==> src/rtl/shift_idex_stage.sv <==
// Decode-to-execute register for the WISC-SP23 shift unit: decodes shift instructions,
// forwards Rs/Rt from EX/MEM and MEM/WB, and counts issued shifts.
module shift_idex_stage #(
  parameter int unsigned DW    = 16,
  parameter int unsigned CNT_W = 16
) (
  input  logic             clk,
  input  logic             rst_n,
  input  logic             id_valid,
  input  logic [15:0]      instr,
  input  logic [DW-1:0]    rs_data,
  input  logic [DW-1:0]    rt_data,
  input  logic             stall,
  input  logic             flush,
  input  logic             fwd_exmem_en,
  input  logic [2:0]       fwd_exmem_reg,
  input  logic [DW-1:0]    fwd_exmem_data,
  input  logic             fwd_memwb_en,
  input  logic [2:0]       fwd_memwb_reg,
  input  logic [DW-1:0]    fwd_memwb_data,
  output logic             ex_valid,
  output logic             ex_is_shift,
  output logic [DW-1:0]    ex_in,
  output logic [3:0]       ex_bit_cnt,
  output logic [1:0]       ex_op,
  output logic             ex_wr_en,
  output logic [2:0]       ex_wr_reg,
  output logic [CNT_W-1:0] shift_issued
);

  logic [2:0]    rs_idx, rt_idx;
  logic [DW-1:0] rs_fwd, rt_fwd;
  logic          is_i_shift, is_r_shift, dec_shift;
  logic [1:0]    dec_op;
  logic [3:0]    dec_cnt;
  logic [2:0]    dec_rd;

  assign rs_idx = instr[10:8];
  assign rt_idx = instr[7:5];

  // EX/MEM is younger than MEM/WB, so it wins when both match.
  always_comb begin
    rs_fwd = rs_data;
    if (fwd_exmem_en && (fwd_exmem_reg == rs_idx)) begin
      rs_fwd = fwd_exmem_data;
    end else if (fwd_memwb_en && (fwd_memwb_reg == rs_idx)) begin
      rs_fwd = fwd_memwb_data;
    end
  end

  always_comb begin
    rt_fwd = rt_data;
    if (fwd_exmem_en && (fwd_exmem_reg == rt_idx)) begin
      rt_fwd = fwd_exmem_data;
    end else if (fwd_memwb_en && (fwd_memwb_reg == rt_idx)) begin
      rt_fwd = fwd_memwb_data;
    end
  end

  assign is_i_shift = (instr[15:13] == 3'b101);
  assign is_r_shift = (instr[15:11] == 5'b11010);
  assign dec_shift  = is_i_shift || is_r_shift;

  always_comb begin
    dec_op  = 2'b00;
    dec_cnt = 4'd0;
    dec_rd  = 3'd0;
    if (is_i_shift) begin
      dec_op  = instr[12:11];
      dec_cnt = instr[3:0];
      dec_rd  = instr[7:5];
    end else if (is_r_shift) begin
      dec_op  = instr[1:0];
      dec_cnt = rt_fwd[3:0];
      dec_rd  = instr[4:2];
    end
  end

  logic             valid_q, valid_d;
  logic             is_shift_q, is_shift_d;
  logic [DW-1:0]    in_q, in_d;
  logic [3:0]       cnt_q, cnt_d;
  logic [1:0]       op_q, op_d;
  logic             wr_en_q, wr_en_d;
  logic [2:0]       wr_reg_q, wr_reg_d;
  logic [CNT_W-1:0] issued_q, issued_d;

  always_comb begin
    valid_d    = valid_q;
    is_shift_d = is_shift_q;
    in_d       = in_q;
    cnt_d      = cnt_q;
    op_d       = op_q;
    wr_en_d    = wr_en_q;
    wr_reg_d   = wr_reg_q;
    issued_d   = issued_q;
    if (flush) begin
      valid_d    = 1'b0;
      is_shift_d = 1'b0;
      in_d       = '0;
      cnt_d      = 4'd0;
      op_d       = 2'b00;
      wr_en_d    = 1'b0;
      wr_reg_d   = 3'd0;
    end else if (!stall) begin
      valid_d    = id_valid;
      is_shift_d = id_valid && dec_shift;
      in_d       = id_valid ? rs_fwd : '0;
      cnt_d      = id_valid ? dec_cnt : 4'd0;
      op_d       = id_valid ? dec_op : 2'b00;
      wr_en_d    = id_valid && dec_shift;
      wr_reg_d   = id_valid ? dec_rd : 3'd0;
      if (id_valid && dec_shift) begin
        issued_d = issued_q + CNT_W'(1);
      end
    end
  end

  always_ff @(posedge clk or negedge rst_n) begin
    if (!rst_n) begin
      valid_q    <= 1'b0;
      is_shift_q <= 1'b0;
      in_q       <= '0;
      cnt_q      <= 4'd0;
      op_q       <= 2'b00;
      wr_en_q    <= 1'b0;
      wr_reg_q   <= 3'd0;
      issued_q   <= '0;
    end else begin
      valid_q    <= valid_d;
      is_shift_q <= is_shift_d;
      in_q       <= in_d;
      cnt_q      <= cnt_d;
      op_q       <= op_d;
      wr_en_q    <= wr_en_d;
      wr_reg_q   <= wr_reg_d;
      issued_q   <= issued_d;
    end
  end

  assign ex_valid     = valid_q;
  assign ex_is_shift  = is_shift_q;
  assign ex_in        = in_q;
  assign ex_bit_cnt   = cnt_q;
  assign ex_op        = op_q;
  assign ex_wr_en     = wr_en_q;
  assign ex_wr_reg    = wr_reg_q;
  assign shift_issued = issued_q;

endmodule
==> config.mk <==
export PLATFORM = sky130hd
export DESIGN_NAME = shift_idex_stage
export DESIGN_NICKNAME = d
export VERILOG_FILES = /design/src/rtl/shift_idex_stage.sv
export SDC_FILE = /design/constraint.sdc
export NUM_CORES = 1
export LEC_CHECK = 0
export ABC_CLOCK_PERIOD_IN_PS = 1800
export BUFFER_PORTS_ARGS = -buffer_cell sky130_fd_sc_hd__clkbuf_2
export CAP_MARGIN = 5
export CORE_MARGIN = 1.5
export CORE_UTILIZATION = 44
export CTS_CLUSTER_SIZE = 20
export DETAILED_ROUTE_END_ITERATION = 8
export PLACE_DENSITY = 0.78
export SLEW_MARGIN = 20
export SYNTH_ARGS = -nofsm -noshare
export SYNTH_HDL_FRONTEND = slang
export SYNTH_SLANG_ARGS = --single-unit
==> constraint.sdc <==
create_clock -name clk -period 1.8 [get_ports clk]
set_clock_uncertainty 0.15 [all_clocks]
set_input_delay 0.36 -clock clk [delete_from_list [all_inputs] [get_ports clk]]
set_output_delay 0.36 -clock clk [all_outputs]
set_load 0.005 [all_outputs]
==> impl.org, run 1 <==
** Pwr
- Power dissipated by switching net loads :: 561.9 uW
- In this run the power density over the cells is 670.1 mW/mm^2.
- The internal power of the cells totals 1.635 mW.
- Overall power :: 2.197 mW
- Per report_power, the combinational group accounts for 18.4% of the total.
- Per report_power, the clock group accounts for 34.1% of the total.
- Worst-case vdd ir drop :: 0.0005163 V
- Sequential cells burn 47.5% of the power.
- Static leakage power :: 1.751 nW
- Sw Ratio :: 25.58%

** Final layout
- Area delta synth->final :: 37.24%
- At the end of the flow, the number of nets in the layout was 450.
- In the final layout, the share of cells above drive strength 1 is 43.98%.
- The number of antenna diodes in the final layout is 0.
- Final design utilization :: 63.38%

** Critical path
- Endpoint of the worst-slack reg-to-reg timing path :: shift_issued[8]$_DFFE_PN0P_
- On the worst path, the slowest cell contributes a delay of 0.40 ns.
- Capturing instance or port of the critical path :: shift_issued[8]$_DFFE_PN0P_
- R2R setup slack :: 0.19 ns
- Kind of start point of the critical path :: flop
- STA classifies the critical path endpoint as a flop.
- The most critical setup path has its startpoint at shift_issued[1]$_DFFE_PN0P_.
- STA puts the critical path data required time at 1.83 ns.
- Cell family contributing the most delay on the critical path :: flip-flops
- Count of buffering cells on the critical path with inverters included :: 0
- Data arrival time of the critical path :: 1.64 ns
- The critical path crosses 5 cells after its start point.
- Reg2Reg Depth :: 5
- Slowest cell on the critical path :: sky130_fd_sc_hd__dfrtp_1
- Worst setup path category :: flop to flop
- Of all nets on the critical path, the largest fanout is 5.
- Walking the worst path, the cells encountered are ha_1 -> nand2_1 -> a2111oi_4 -> nand4_1 -> xnor2_1.
- The worst register-to-register path begins at shift_issued[1]$_DFFE_PN0P_.

** Timing
- Tmin final :: 1.610 ns
- The final hold violation count was 0.
- Setup violations, final :: 0
- Sum of negative setup slack :: 0 ns
- Unrepaired setup endpoints after global routing :: false
- For the pin with the worst max-slew slack, the measured transition is 0.5430 ns.
- In this run the tightest slew margin relative to its limit is 63.80%.
- FMAX :: 621.1 MHz
- The worst path uses 89.44% of the clock period.
- Final number of max-transition violations :: 0

** Route
- For this run, the detailed router's first-pass iteration total came to 4.
- Count of unresolved DRC violations after routing :: 0
- The first routing iteration left 165 violations.
- Via density per instance :: 5.206
- Routed via count :: 2223
- In the final routed layout, each cell accounts on average for 14.32 um.
- Count of antenna-violating nets left after detailed routing :: 0
- The final layout contains routed wiring with a total length of 6.113 mm.

** Synth
- Cell taking the most area after synthesis :: sky130_fd_sc_hd__dfrtp_1
- Most used standard cells in the synthesized netlist :: sky130_fd_sc_hd__dfrtp_1 (43), sky130_fd_sc_hd__nand2_1 (30), sky130_fd_sc_hd__xnor2_1 (23), sky130_fd_sc_hd__mux2i_1 (20), sky130_fd_sc_hd__nand3_1 (16)
- Yosys attributes the largest share of cell area to sky130_fd_sc_hd__dfrtp_1 (45%), sky130_fd_sc_hd__xnor2_1 (8.4%), sky130_fd_sc_hd__mux2i_1 (8.4%), sky130_fd_sc_hd__nand2_1 (4.7%), sky130_fd_sc_hd__o211ai_1 (3.8%).
- Most instantiated library cell after synthesis :: sky130_fd_sc_hd__dfrtp_1
- The number of different library cells used by synthesis comes to 39.
- Of the synthesized area, sequential elements account for 45.05%.
- Total of warnings raised by yosys :: 0
- Cell Area, Synth :: 0.002389 mm^2
- A synthesized cell averages 10.71 um^2.
- Flop and latch count out of synthesis :: 43
- In the synthesized netlist, the number of instances is 223.
- After synthesis, the share of flip-flops with an asynchronous set or reset is 100.0%.
- The most used flip-flop cell after synthesis is sky130_fd_sc_hd__dfrtp_1.
- When the netlist entered floorplanning its net count stood at 317.
- Yosys mapped a number of flops with a built-in enable equal to 0.
- Of the post-synthesis cell area, the dominant cell type holds 45.05%.

** Floorplan
- From left edge to right edge, the die measures 76.68 um.
- Floorplan die area :: 0.005880 mm^2
- In this run the vertical extent of the chip is 76.68 um.
- The total area inside the core boundary comes to 0.005172 mm^2.
- Pin placement for this block handled 137 I/O pins.
- Initial standard-cell utilization of the core :: 46.18%
- Row count :: 26

** Placed design
- Final GP Congestion :: 0.8107
- Detailed placement ended at an HPWL of 4.943 mm.
- Number of buffers added on ports :: 124

** Clocking
- In this run the deepest clock path goes through 2 buffers.
- The later pin in the worst-skew pair is clocked with a latency of 0.29 ns.
- After clock tree synthesis, the clock-pin slew on the worst setup and hold paths is 0.09 ns.
- Once the clock tree was built, the setup fixing pass inserted 0 buffers.
- CTS buffer count :: 5
- The root buffer cell chosen for the clock tree is sky130_fd_sc_hd__clkbuf_8.
- CTS Sinks :: 43
- In this run, post-CTS repair resized a total of 0 instances.
- The clock tree synthesis step divided the H-tree into 2 levels.
- TritonCTS built the clock tree.

** Global routing
- Entering global routing, the biggest net connects 44 pins.
- For this run, the total global-route usage over all layers was measured as 21.11%.
- GR Overflow Total :: 0
- Number of global-route vias before repair :: 2165
- First-pass GRT wire length :: 9.984 mm
- The initial antenna violation count was 0.

** Hold path
- Classification of the worst-slack hold path :: input pin to flop

** Job
- Count of maximum capacitance violations :: 0

** Outcome
- Outcome :: finished clean
==> worst min-delay path by stage <==
stage	start	to	slack (ns)	cells after the start
detailed placement	rst_n	ex_in[9]$_DFFE_PN0P_	0.31	2
finish	fwd_exmem_data[4]	ex_in[4]$_DFFE_PN0P_	0.15	3
global route	fwd_exmem_data[5]	ex_in[5]$_DFFE_PN0P_	0.16	3
global placement	ex_valid$_DFFE_PN0P_	ex_valid$_DFFE_PN0P_	0.31	1
floorplan	rst_n	ex_bit_cnt[0]$_DFFE_PN0P_	-0.09	0
CTS	fwd_exmem_data[4]	ex_in[4]$_DFFE_PN0P_	0.14	3
==> repair_timing <==
action,4_1_cts,5_1_grt
setup endpoints to repair,0,2
endpoints found under the hold margin,42,0
hold buffers,1,0
==> kinds of logic (layout without fill, tap and decap cells) <==
| group | count (synthesis) | in the layout | share of synthesized area, % |
|---|---|---|---|
| simple gates | 74 | 74 | 18.28 |
| flops | 43 | 43 | 45.05 |
| compound gates | 40 | 40 | 13.99 |
| xor+xnor | 27 | 27 | 9.900 |
| mux | 21 | 21 | 8.853 |
| buf+inv | 17 | 151 | 3.404 |
| fa+ha+maj | 1 | 1 | 0.5238 |
==> tightest hold or removal path: stages <==
cell and delay [ns]:
sky130_fd_sc_hd__clkbuf_2 0.08, sky130_fd_sc_hd__nand3_1 0.05, sky130_fd_sc_hd__o211ai_1 0.07
==> power by group through the flow <==
stage | sequential, mW | combinational [mW] | clock, mW
finish | 1.04 | 0.404 | 0.749
global route | 1.05 | 0.450 | 0.811
CTS | 1.04 | 0.409 | 0.772
detailed placement | 1.06 | 0.406 | 0
global placement | 1.06 | 0.398 | 0
floorplan | 1.07 | 0.159 | 0
==> area by class of cell <==
type	instances	area [um^2]
fillers	451	1894
multi-input cells	163	1234
flip-flops and latches	43	1076
repair buffers	137	745.7
well taps	70	87.58
clock buffers	5	68.82
clock inverters	3	43.79
inverters	6	22.52
==> cell usage in the layout (no fill, tap or decap), types with 2 or more instances in the layout <==
cell and count:
sky130_fd_sc_hd__mux2i_1 20, sky130_fd_sc_hd__and3_1 3, sky130_fd_sc_hd__clkbuf_2 124, sky130_fd_sc_hd__nand4bb_4 2
sky130_fd_sc_hd__dfrtp_1 43, sky130_fd_sc_hd__inv_1 6, sky130_fd_sc_hd__o221ai_1 8, sky130_fd_sc_hd__xnor2_1 23
sky130_fd_sc_hd__buf_4 10, sky130_fd_sc_hd__nand2b_1 2, sky130_fd_sc_hd__o211ai_1 12, sky130_fd_sc_hd__a22oi_1 8
sky130_fd_sc_hd__nand4_1 8, sky130_fd_sc_hd__a21o_1 2, sky130_fd_sc_hd__clkbuf_8 5, sky130_fd_sc_hd__nand2_1 30
sky130_fd_sc_hd__xor2_1 4, sky130_fd_sc_hd__o21ai_0 4, sky130_fd_sc_hd__nand3_1 16, sky130_fd_sc_hd__nor2_1 4
sky130_fd_sc_hd__buf_12 2, sky130_fd_sc_hd__nor3_2 2
==> stage by stage <==
step,hold slack [ns],instance area [um^2],std cells,setup WS [ns]
finish,0.1535,3278,427,0.1900
global route,0.1599,3278,427,0.03919
CTS,0.1436,3278,427,0.09090
detailed placement,0.3099,3156,418,-0.01812
global placement,0.3101,3156,418,0.01947
floorplan,-0.08559,2389,223,0.2172
==> per-layer routing <==
metal	up-vias	share of wire [%]	track usage, %
met5	-	0	0
met3	4	6.2	4.286
li1	1080	-	-
met2	85	49	35.40
met4	0	0.38	5.556
met1	1054	44	27.80
No activity file was read; power rests on OpenSTA's default activity.
==> run 2, diff against run 1 <==
Settings changed: MAX_ROUTING_LAYER from default to met4.
==> impl.org, run 2 (synthesized netlist as in run 1, its figures left out) <==
** Outcome
- Outcome :: finished clean

** Floorplan
- Width of the chip :: 76.68 um
- Row generation in the floorplan step produced 26 rows.
- Measured along the y axis, the die boundary spans 76.68 um.
- Initial standard-cell utilization of the core :: 46.18%
- Core outline area :: 0.005172 mm^2
- The floorplan step defined a die boundary enclosing 0.005880 mm^2.
- Total I/O pin count :: 137

** Placed design
- Cell total after placement :: 418
- In this run the tool buffered the top-level ports with 124 buffer cells.
- Final GP Congestion :: 0.8226
- OpenSTA, run right after detailed placement, puts the worst setup slack at -0.01812 ns.
- Total half-perimeter wirelength after legalization and detailed placement :: 4.943 mm
- Cell area after placement :: 0.003156 mm^2

** Global routing
- First-pass GRT wire length :: 10.01 mm
- Number of global-route vias before repair :: 2171
- Entering global routing, the biggest net connects 44 pins.
- Global routing consumed, over all layers together, 21.77% of the routing resources.
- The initial antenna violation count came to 0.
- GR Overflow Total :: 0

** Final layout
- Most common library cell in the layout ignoring fill and taps :: sky130_fd_sc_hd__clkbuf_2
- Once layout is complete, the utilization of the core stands at 63.38%.
- After the last flow step, the layout net total stands at 450.
- Non-Filler Cell Area, Final :: 0.003278 mm^2
- The multi-input combinational cells in the finished layout cover a total of 0.001234 mm^2.
- In the layout the commonest cells are sky130_fd_sc_hd__clkbuf_2 (124), sky130_fd_sc_hd__dfrtp_1 (43), sky130_fd_sc_hd__nand2_1 (30).
- Number of antenna diodes :: 0
- Number of fill cells in the layout :: 451
- Of the cells placed in the final design, the portion with a size suffix greater than 1 is 43.98%.
- Area delta synth->final :: 37.24%
- Summing all flip-flop and latch instances after layout gives 0.001076 mm^2.
- The finished layout holds 427 standard cells, fillers aside.

** Clocking
- TritonCTS clock tree :: done
- CTS Sinks :: 43
- Clock latency at the later pin of the worst-skew pair :: 0.29 ns
- In this run the deepest clock path goes through 2 buffers.
- CTS buffer count :: 5
- After clock tree synthesis, the repair step resized 0 gates.
- After clock tree synthesis, the clock-pin slew on the worst setup and hold paths is 0.09 ns.
- CTS built an H-tree with a depth of 2.
- After clock tree synthesis, the setup repair step added 0 buffers.
- The tree is rooted in a sky130_fd_sc_hd__clkbuf_8.

** Timing
- For the pin with the worst max-slew slack, the measured transition is 0.5430 ns.
- Unrepaired setup endpoints after global routing :: false
- Final hold violation count :: 0
- The tightest hold path in the finished design has a slack of 0.1474 ns.
- In the finished design, the share of the clock period the worst path needs comes to 89.44%.
- Tmin final :: 1.610 ns
- The final number of max-transition violations came to 0.
- Headroom to the max-slew limit came out at 63.80%.
- In the post-route analysis, the smallest setup slack over all paths is 0.1901 ns.
- FMAX :: 621.2 MHz
- Setup violations, final :: 0
- Sum of negative setup slack :: 0 ns

** Critical path
- Counting cells, the worst reg-to-reg path comes to 5.
- Required time of the critical path :: 1.83 ns
- The slowest stage of the critical path belongs to the cell sky130_fd_sc_hd__dfrtp_1.
- Crit Path Max Fanout :: 5
- CP Cell Sequence :: ha_1 -> nand2_1 -> a2111oi_4 -> nand4_1 -> xnor2_1
- Data arrival time of the critical path :: 1.64 ns
- STA classifies the critical path endpoint as a flop.
- Worst setup path category :: flop to flop
- On the worst path, the slowest cell contributes a delay of 0.40 ns.
- Kind of start point of the critical path :: flop

** Pwr
- Overall power :: 2.202 mW
- Pwr dens :: 671.8 mW/mm^2
- Summed over all cells, the static leakage comes to 1.751 nW.
- Across the VDD grid, the largest voltage drop is 0.0005163 V.

** Route
- Wire per inst :: 14.30 um
- After detailed routing, the number of remaining DRC violations is 0.
- DRC marker count from the first detailed-route iteration :: 142
- The routed layout has 2225 vias.
- Total detailed-routing wirelength :: 6.108 mm
- Initial DRT Pass Iterations :: 4
- Count of antenna-violating nets left after detailed routing :: 0
- Dividing the detail-routed via count by the number of cells gives 5.211.

** Hold path
- Along the worst hold path, the cell count comes to 3.
- Classification of the worst-slack hold path :: input pin to flop

** Job
- The tool flagged a number of max-cap violations equal to 0.
-- run 2: cell counts in the layout (fill, tap and decap cells not counted) --
No cell type changed its count.
-- run 2: worst max-delay path: cells and delay by family, from the launching register on --
kind	cells	cell delay, ns
AOI/OAI and AO/OA	1	0.32
xor gates and xnor gates	1	0.15
adders and majority gates	1	0.20
DFF	1	0.40
and+or+nand+nor	2	0.27
-- run 2: worst paths after layout --
| kind | slack, ns | start | to |
|---|---|---|---|
| max | 0.19 | shift_issued[1]$_DFFE_PN0P_ | shift_issued[8]$_DFFE_PN0P_ |
| min | 0.15 | fwd_exmem_data[4] | ex_in[4]$_DFFE_PN0P_ |
| max reg2reg | 0.19 | shift_issued[1]$_DFFE_PN0P_ | shift_issued[8]$_DFFE_PN0P_ |
| min reg2reg | 0.33 | shift_issued[15]$_DFFE_PN0P_ | shift_issued[15]$_DFFE_PN0P_ |
| max in group asynchronous | 0.61 | rst_n | ex_wr_en$_DFFE_PN0P_ |
| min in group asynchronous | 0.51 | rst_n | ex_in[8]$_DFFE_PN0P_ |
-- run 2: power breakdown --
part | leakage (nW) | internal [mW] | total [mW] | switching (mW)
combinational | 1.10 | 0.212 | 0.404 | 0.192
clock | 0.0581 | 0.413 | 0.755 | 0.342
sequential | 0.591 | 1.01 | 1.04 | 0.0334
total | 1.75 | 1.63 | 2.20 | 0.567
-- run 2: area by class of cell --
type                       instances  area share (%)
clock buffer                       5           2.099
timing repair buffer             137           22.75
clock inverter                     3           1.336
tap                               70           2.672
multi-input combinational        163           37.63
sequential                        43           32.82
inverter                           6          0.6870
-- run 2: per-layer routing --
metal,global-route usage (%),vias to the layer above,routed length [um]
met5,-,-,0
met4,4.444,0,42
met3,5.357,6,406
met2,35.49,86,2973
met1,27.65,1052,2686
li1,-,1081,-
-- run 2: repair_timing --
| item | CTS | global route |
|---|---|---|
| endpoints found under the setup margin | 0 | 2 |
| endpoints found under the hold margin | 42 | 0 |
| hold buffers | 1 | 0 |
